[src/rtl/adam_axil_apb_bridge.sv]
// AXI-Lite slave to APB requester, one transaction in flight; ACCESS timeout under ADAM_AXIL_APB_BRIDGE_TIMEOUT_EN.
// Latency: handshake N, SETUP N+1, ACCESS N+2, B/R valid N+3, plus one cycle per APB wait state.
// Backpressure: AW/W/AR ready only in IDLE with no pause request; B/R valid held until accepted.
module adam_axil_apb_bridge #(
    parameter int  ADDR_WIDTH     = 32,
    parameter int  DATA_WIDTH     = 32,
    parameter int  TIMEOUT_CYCLES = 255,
    localparam int STRB_WIDTH     = DATA_WIDTH / 8
) (
    input  logic                  clk,
    input  logic                  rst,
    input  logic                  pause_req,
    output logic                  pause_ack,
    input  logic [ADDR_WIDTH-1:0] axil_aw_addr,
    input  logic [2:0]            axil_aw_prot,
    input  logic                  axil_aw_vld,
    output logic                  axil_aw_rdy,
    input  logic [DATA_WIDTH-1:0] axil_w_dat,
    input  logic [STRB_WIDTH-1:0] axil_w_strb,
    input  logic                  axil_w_vld,
    output logic                  axil_w_rdy,
    output logic [1:0]            axil_b_resp,
    output logic                  axil_b_vld,
    input  logic                  axil_b_rdy,
    input  logic [ADDR_WIDTH-1:0] axil_ar_addr,
    input  logic [2:0]            axil_ar_prot,
    input  logic                  axil_ar_vld,
    output logic                  axil_ar_rdy,
    output logic [DATA_WIDTH-1:0] axil_r_dat,
    output logic [1:0]            axil_r_resp,
    output logic                  axil_r_vld,
    input  logic                  axil_r_rdy,
    output logic [ADDR_WIDTH-1:0] paddr,
    output logic [2:0]            pprot,
    output logic                  psel,
    output logic                  penable,
    output logic                  pwrite,
    output logic [DATA_WIDTH-1:0] pwdata,
    output logic [STRB_WIDTH-1:0] pstrb,
    input  logic                  pready,
    input  logic [DATA_WIDTH-1:0] prdata,
    input  logic                  pslverr
);

    typedef enum logic [2:0] {IDLE, SETUP, ACCESS, RESP_B, RESP_R, PAUSED} state_t;

    state_t     state;
    logic       last_wr;
    logic       wr_elig;
    logic       grant_wr;
    logic       grant_rd;
    logic       timed_out;
    logic       access_done;
    logic [1:0] resp_code;

    // A contested grant goes to whichever side did not win last time.
    assign wr_elig  = axil_aw_vld && axil_w_vld;
    assign grant_wr = wr_elig && (!axil_ar_vld || !last_wr);
    assign grant_rd = axil_ar_vld && !grant_wr;

    assign axil_aw_rdy = (state == IDLE) && !pause_req && grant_wr;
    assign axil_w_rdy  = axil_aw_rdy;
    assign axil_ar_rdy = (state == IDLE) && !pause_req && grant_rd;

    assign psel    = (state == SETUP) || (state == ACCESS);
    assign penable = (state == ACCESS);

`ifdef ADAM_AXIL_APB_BRIDGE_TIMEOUT_EN
    localparam int               CNT_W    = $clog2(TIMEOUT_CYCLES + 1);
    localparam logic [CNT_W-1:0] CNT_LAST = CNT_W'(TIMEOUT_CYCLES - 1);

    logic [CNT_W-1:0] access_cnt;

    // Counts completed ACCESS cycles; zero whenever a new transaction starts.
    always_ff @(posedge clk or posedge rst) begin
        if (rst) begin
            access_cnt <= '0;
        end else if (state != ACCESS) begin
            access_cnt <= '0;
        end else begin
            access_cnt <= access_cnt + CNT_W'(1);
        end
    end

    assign timed_out = (state == ACCESS) && !pready && (access_cnt == CNT_LAST);
`else
    logic unused_timeout;
    assign unused_timeout = (TIMEOUT_CYCLES != 0);
    assign timed_out      = 1'b0;
`endif

    assign access_done = (state == ACCESS) && (pready || timed_out);
    assign resp_code   = (timed_out || pslverr) ? 2'b10 : 2'b00;

    always_ff @(posedge clk or posedge rst) begin
        if (rst) begin
            state       <= IDLE;
            last_wr     <= 1'b0;
            pause_ack   <= 1'b0;
            paddr       <= '0;
            pprot       <= '0;
            pwrite      <= 1'b0;
            pwdata      <= '0;
            pstrb       <= '0;
            axil_b_vld  <= 1'b0;
            axil_b_resp <= '0;
            axil_r_vld  <= 1'b0;
            axil_r_resp <= '0;
            axil_r_dat  <= '0;
        end else begin
            case (state)
                IDLE: begin
                    if (pause_req) begin
                        state     <= PAUSED;
                        pause_ack <= 1'b1;
                    end else if (grant_wr) begin
                        state   <= SETUP;
                        last_wr <= 1'b1;
                        paddr   <= axil_aw_addr;
                        pprot   <= axil_aw_prot;
                        pwrite  <= 1'b1;
                        pwdata  <= axil_w_dat;
                        pstrb   <= axil_w_strb;
                    end else if (grant_rd) begin
                        state   <= SETUP;
                        last_wr <= 1'b0;
                        paddr   <= axil_ar_addr;
                        pprot   <= axil_ar_prot;
                        pwrite  <= 1'b0;
                        pstrb   <= '0;
                    end
                end
                SETUP: state <= ACCESS;
                ACCESS: begin
                    if (access_done) begin
                        if (pwrite) begin
                            state       <= RESP_B;
                            axil_b_vld  <= 1'b1;
                            axil_b_resp <= resp_code;
                        end else begin
                            state       <= RESP_R;
                            axil_r_vld  <= 1'b1;
                            axil_r_resp <= resp_code;
                            axil_r_dat  <= timed_out ? '0 : prdata;
                        end
                    end
                end
                RESP_B: begin
                    if (axil_b_rdy) begin
                        state      <= IDLE;
                        axil_b_vld <= 1'b0;
                    end
                end
                RESP_R: begin
                    if (axil_r_rdy) begin
                        state      <= IDLE;
                        axil_r_vld <= 1'b0;
                    end
                end
                PAUSED: begin
                    if (!pause_req) begin
                        state     <= IDLE;
                        pause_ack <= 1'b0;
                    end
                end
                default: state <= IDLE;
            endcase
        end
    end

endmodule

[config.mk]
export PLATFORM = sky130hd
export DESIGN_NAME = adam_axil_apb_bridge
export DESIGN_NICKNAME = d
export VERILOG_FILES = /design/src/rtl/adam_axil_apb_bridge.sv
export SDC_FILE = /design/constraint.sdc
export NUM_CORES = 1
export LEC_CHECK = 0
export BUFFER_PORTS_ARGS = -buffer_cell sky130_fd_sc_hd__buf_2
export CORE_MARGIN = 5
export CORE_UTILIZATION = 48
export CTS_CLUSTER_SIZE = 30
export DETAILED_ROUTE_END_ITERATION = 8
export GPL_TIMING_DRIVEN = 0
export MAX_ROUTING_LAYER = met4
export PLACE_DENSITY = 0.93
export SYNTH_ARGS = -nofsm -noshare
export SYNTH_HDL_FRONTEND = slang
export SYNTH_SLANG_ARGS = --single-unit
[constraint.sdc]
create_clock -name clk -period 10.2 [get_ports clk]
set_input_delay 1.02 -clock clk [delete_from_list [all_inputs] [get_ports clk]]
set_output_delay 1.02 -clock clk [all_outputs]
set_load 0.01 [all_outputs]
==> impl_metrics.env <==
export IMPL_postSynthAreaPerCell_um2=11.8
export IMPL_setup_violations_final=0
export IMPL_final_common_cell="buf_2"
export IMPL_dpl_hpwl_um=11400
export IMPL_comb_power_share=0.427
export IMPL_worstPathArrival_ns=2.30
export IMPL_grt_max_degree=66
export IMPL_diodes=0
export IMPL_synth_edf_count=0
export IMPL_insertion_delay_ns=0.37
export IMPL_wl_per_cell_um=17.7
export IMPL_intPower_mw=1.14
export IMPL_first_pass_iters=6
export IMPL_hold_depth=1
export IMPL_path_clk_slew_ns=0.11
export IMPL_pin_count=264
export IMPL_cts_tree="done"
export IMPL_cts_resized=0
export IMPL_setup_ws_ns=6.88
export IMPL_start_util=0.496
export IMPL_crit_buf_inv=4
export IMPL_die_area_um2=12300
export IMPL_drc=0
export IMPL_fin_crit_ns=3.32
export IMPL_ys_flop_type="dfrtp_1"
export IMPL_grt_pass1_wl_um=23500
export IMPL_fin_util=0.669
export IMPL_final_hold_violation_count=0
export IMPL_tightestPinTransition_ns=0.634
export IMPL_crit_path_start_kind="input port"
export IMPL_synth_seq_cells=112
export IMPL_rsz0062_at_grt="no"
export IMPL_final_nets=833
export IMPL_pre_cts_ws_ns=6.88
export IMPL_final_cell_area_um2=6570
export IMPL_finalClockSkew_ns=0.0154
export IMPL_hp_class="reg2reg"
export IMPL_p_sw_frac=0.375
export IMPL_r2r_cells=5
export IMPL_coreArea_um2=9820
export IMPL_fillers=804
export IMPL_status="completed"
export IMPL_slew_violations=0
export IMPL_post_cts_setup_buffers=0
export IMPL_place_congestion=0.961
export IMPL_clockBufferDepth=2
export IMPL_die_y_um=111
export IMPL_ys_types=36
export IMPL_numCtsBuffers=9
export IMPL_postCtsHoldBufs=0
export IMPL_path_cells="buf_2 > nor4_4 > buf_2 > buf_2 > o211a_1 > buf_2"
export IMPL_crit_family="buffers and inverters"
export IMPL_cpPeakStageDelay_ns=0.28
export IMPL_die_x_um=111
export IMPL_grt_usage=0.238
export IMPL_max_slew_margin=0.577
export IMPL_mostFrequentLayoutCells="buf_2 (275), dfrtp_1 (112), mux2_2 (52), a21oi_1 (40)"
export IMPL_cts_sinks=112
export IMPL_grt_ovfl_total=0
export IMPL_synth_area_um2=4870
export IMPL_p_seq_frac=0.426
export IMPL_maxCapViolations=0
export IMPL_routed_wl_um=14500
export IMPL_fin_tns_setup_ns=0
export IMPL_htree_levels=3
export IMPL_io_buffers=261
export IMPL_syn2layout_area_growth_pct=34.9
export IMPL_power_density_nw_per_um2=277
export IMPL_vias=4540
export IMPL_path_depth=6
export IMPL_drive_gt1_frac=0.517
export IMPL_cp_slowest_cell="buf_2"
export IMPL_via_per_inst=5.52
export IMPL_postRouteAntennaNets=0
export IMPL_synth_yosys_seq_area_share=0.576
export IMPL_p_leak_nw=3.24
export IMPL_path_max_fanout=10
export IMPL_endpoint_kind="primary output"
export IMPL_ir_drop_uv=133
export IMPL_worst_setup_path_type="in2out"
export IMPL_required_ns=9.18
export IMPL_drt_first_iter_violations=174
export IMPL_netlist_instances=411
export IMPL_grt_pass1_vias=4800
export IMPL_ys_warn_count=0
export IMPL_p_sw_mw=0.682
export IMPL_synth_async_reset_ratio=1.00
export IMPL_power_total_mw=1.82
export IMPL_clkPwrFrac=0.146
export IMPL_crit_top_cell="buf_2"
export IMPL_fin_crit_sh=0.325
export IMPL_placed_area_um2=6370
export IMPL_num_rows=36
export IMPL_clock_fmax_mhz=302
export IMPL_antenna_found_initial=0
export IMPL_clock_tree_root_cell="clkbuf_8"
[cell families (layout without fill, tap and decap cells)]
family	after synthesis	after routing	share of synthesized area
compound gates	128	128	0.153
simple gates	58	58	0.0674
flops	112	112	0.576
buf+inv	45	323	0.0483
other cells	1	2	0.000771
mux	67	67	0.155
[final timing paths]
check / startpoint / slack, ns / end
max reg2reg: state[1] / 8.24 / pwdata[3]
min reg2reg: pwdata[2] / 0.50 / pwdata[2]
min: pwdata[2] / 0.50 / pwdata[2]
min in group asynchronous: rst / 0.72 / axil_r_dat[30]
max in group asynchronous: rst / 8.73 / pwdata[3]
max: pause_req / 6.88 / axil_ar_rdy
[layout make-up]
| cell class | count | area, um^2 | area share |
|---|---|---|---|
| plain buffers | 41 | 220 | 0.0335 |
| clock buffers | 9 | 124 | 0.0189 |
| clock inverters | 7 | 70.1 | 0.0107 |
| inverters | 4 | 17.5 | 0.00267 |
| multi-input cells | 255 | 1830 | 0.279 |
| flip-flops and latches | 112 | 2800 | 0.427 |
| well taps | 133 | 166 | 0.0253 |
| repair buffers | 262 | 1330 | 0.203 |
[per-layer routing]
layer,track usage,part of all wire,wire [um],vias up
met5,-,0,0,-
met2,0.411,0.52,7610,253
met1,0.277,0.38,5500,2208
met4,0.0854,0.023,338,0
met3,0.0453,0.075,1090,31
li1,-,-,-,2048
[power groups by stage]
stage | clock network (mW) | logic (mW) | registers, mW
3_5_place_dp | 0 | 0.786 | 0.784
4_1_cts | 0.270 | 0.786 | 0.776
3_3_place_gp | 0 | 0.755 | 0.767
6_report | 0.266 | 0.777 | 0.776
2_1_floorplan | 0 | 0.331 | 0.876
5_1_grt | 0.290 | 0.845 | 0.803
[cells in the mapped netlist (all sizes together), types with 4 or more instances]
library cell	count	area [um^2]
a21oi	40	200
a22o	6	52.6
a31oi	36	225
and2	4	25.0
buf	24	156
clkbuf	17	63.8
dfrtp	112	2800
inv	4	15.0
mux2	66	743
nand2	7	28.8
nand3	35	175
o21ai	36	180
[through the flow]
| stage | hold WS (ns) | cells |
|---|---|---|
| 2_1_floorplan | 0.529 | 412 |
| 3_3_place_gp | 0.464 | 806 |
| 3_5_place_dp | 0.477 | 807 |
| 4_1_cts | 0.501 | 823 |
| 5_1_grt | 0.520 | 823 |
| 6_report | 0.498 | 823 |
[state kept, by name, summed over array words and instances (netlist names)]
register / count
axil_r_dat: 32
paddr: 32
pwdata: 32
pstrb: 4
pprot: 3
state: 3
axil_b_resp: 1
axil_b_vld: 1
axil_r_resp: 1
axil_r_vld: 1
pause_ack: 1
pwrite: 1
No activity file was read; power rests on OpenSTA's default activity.
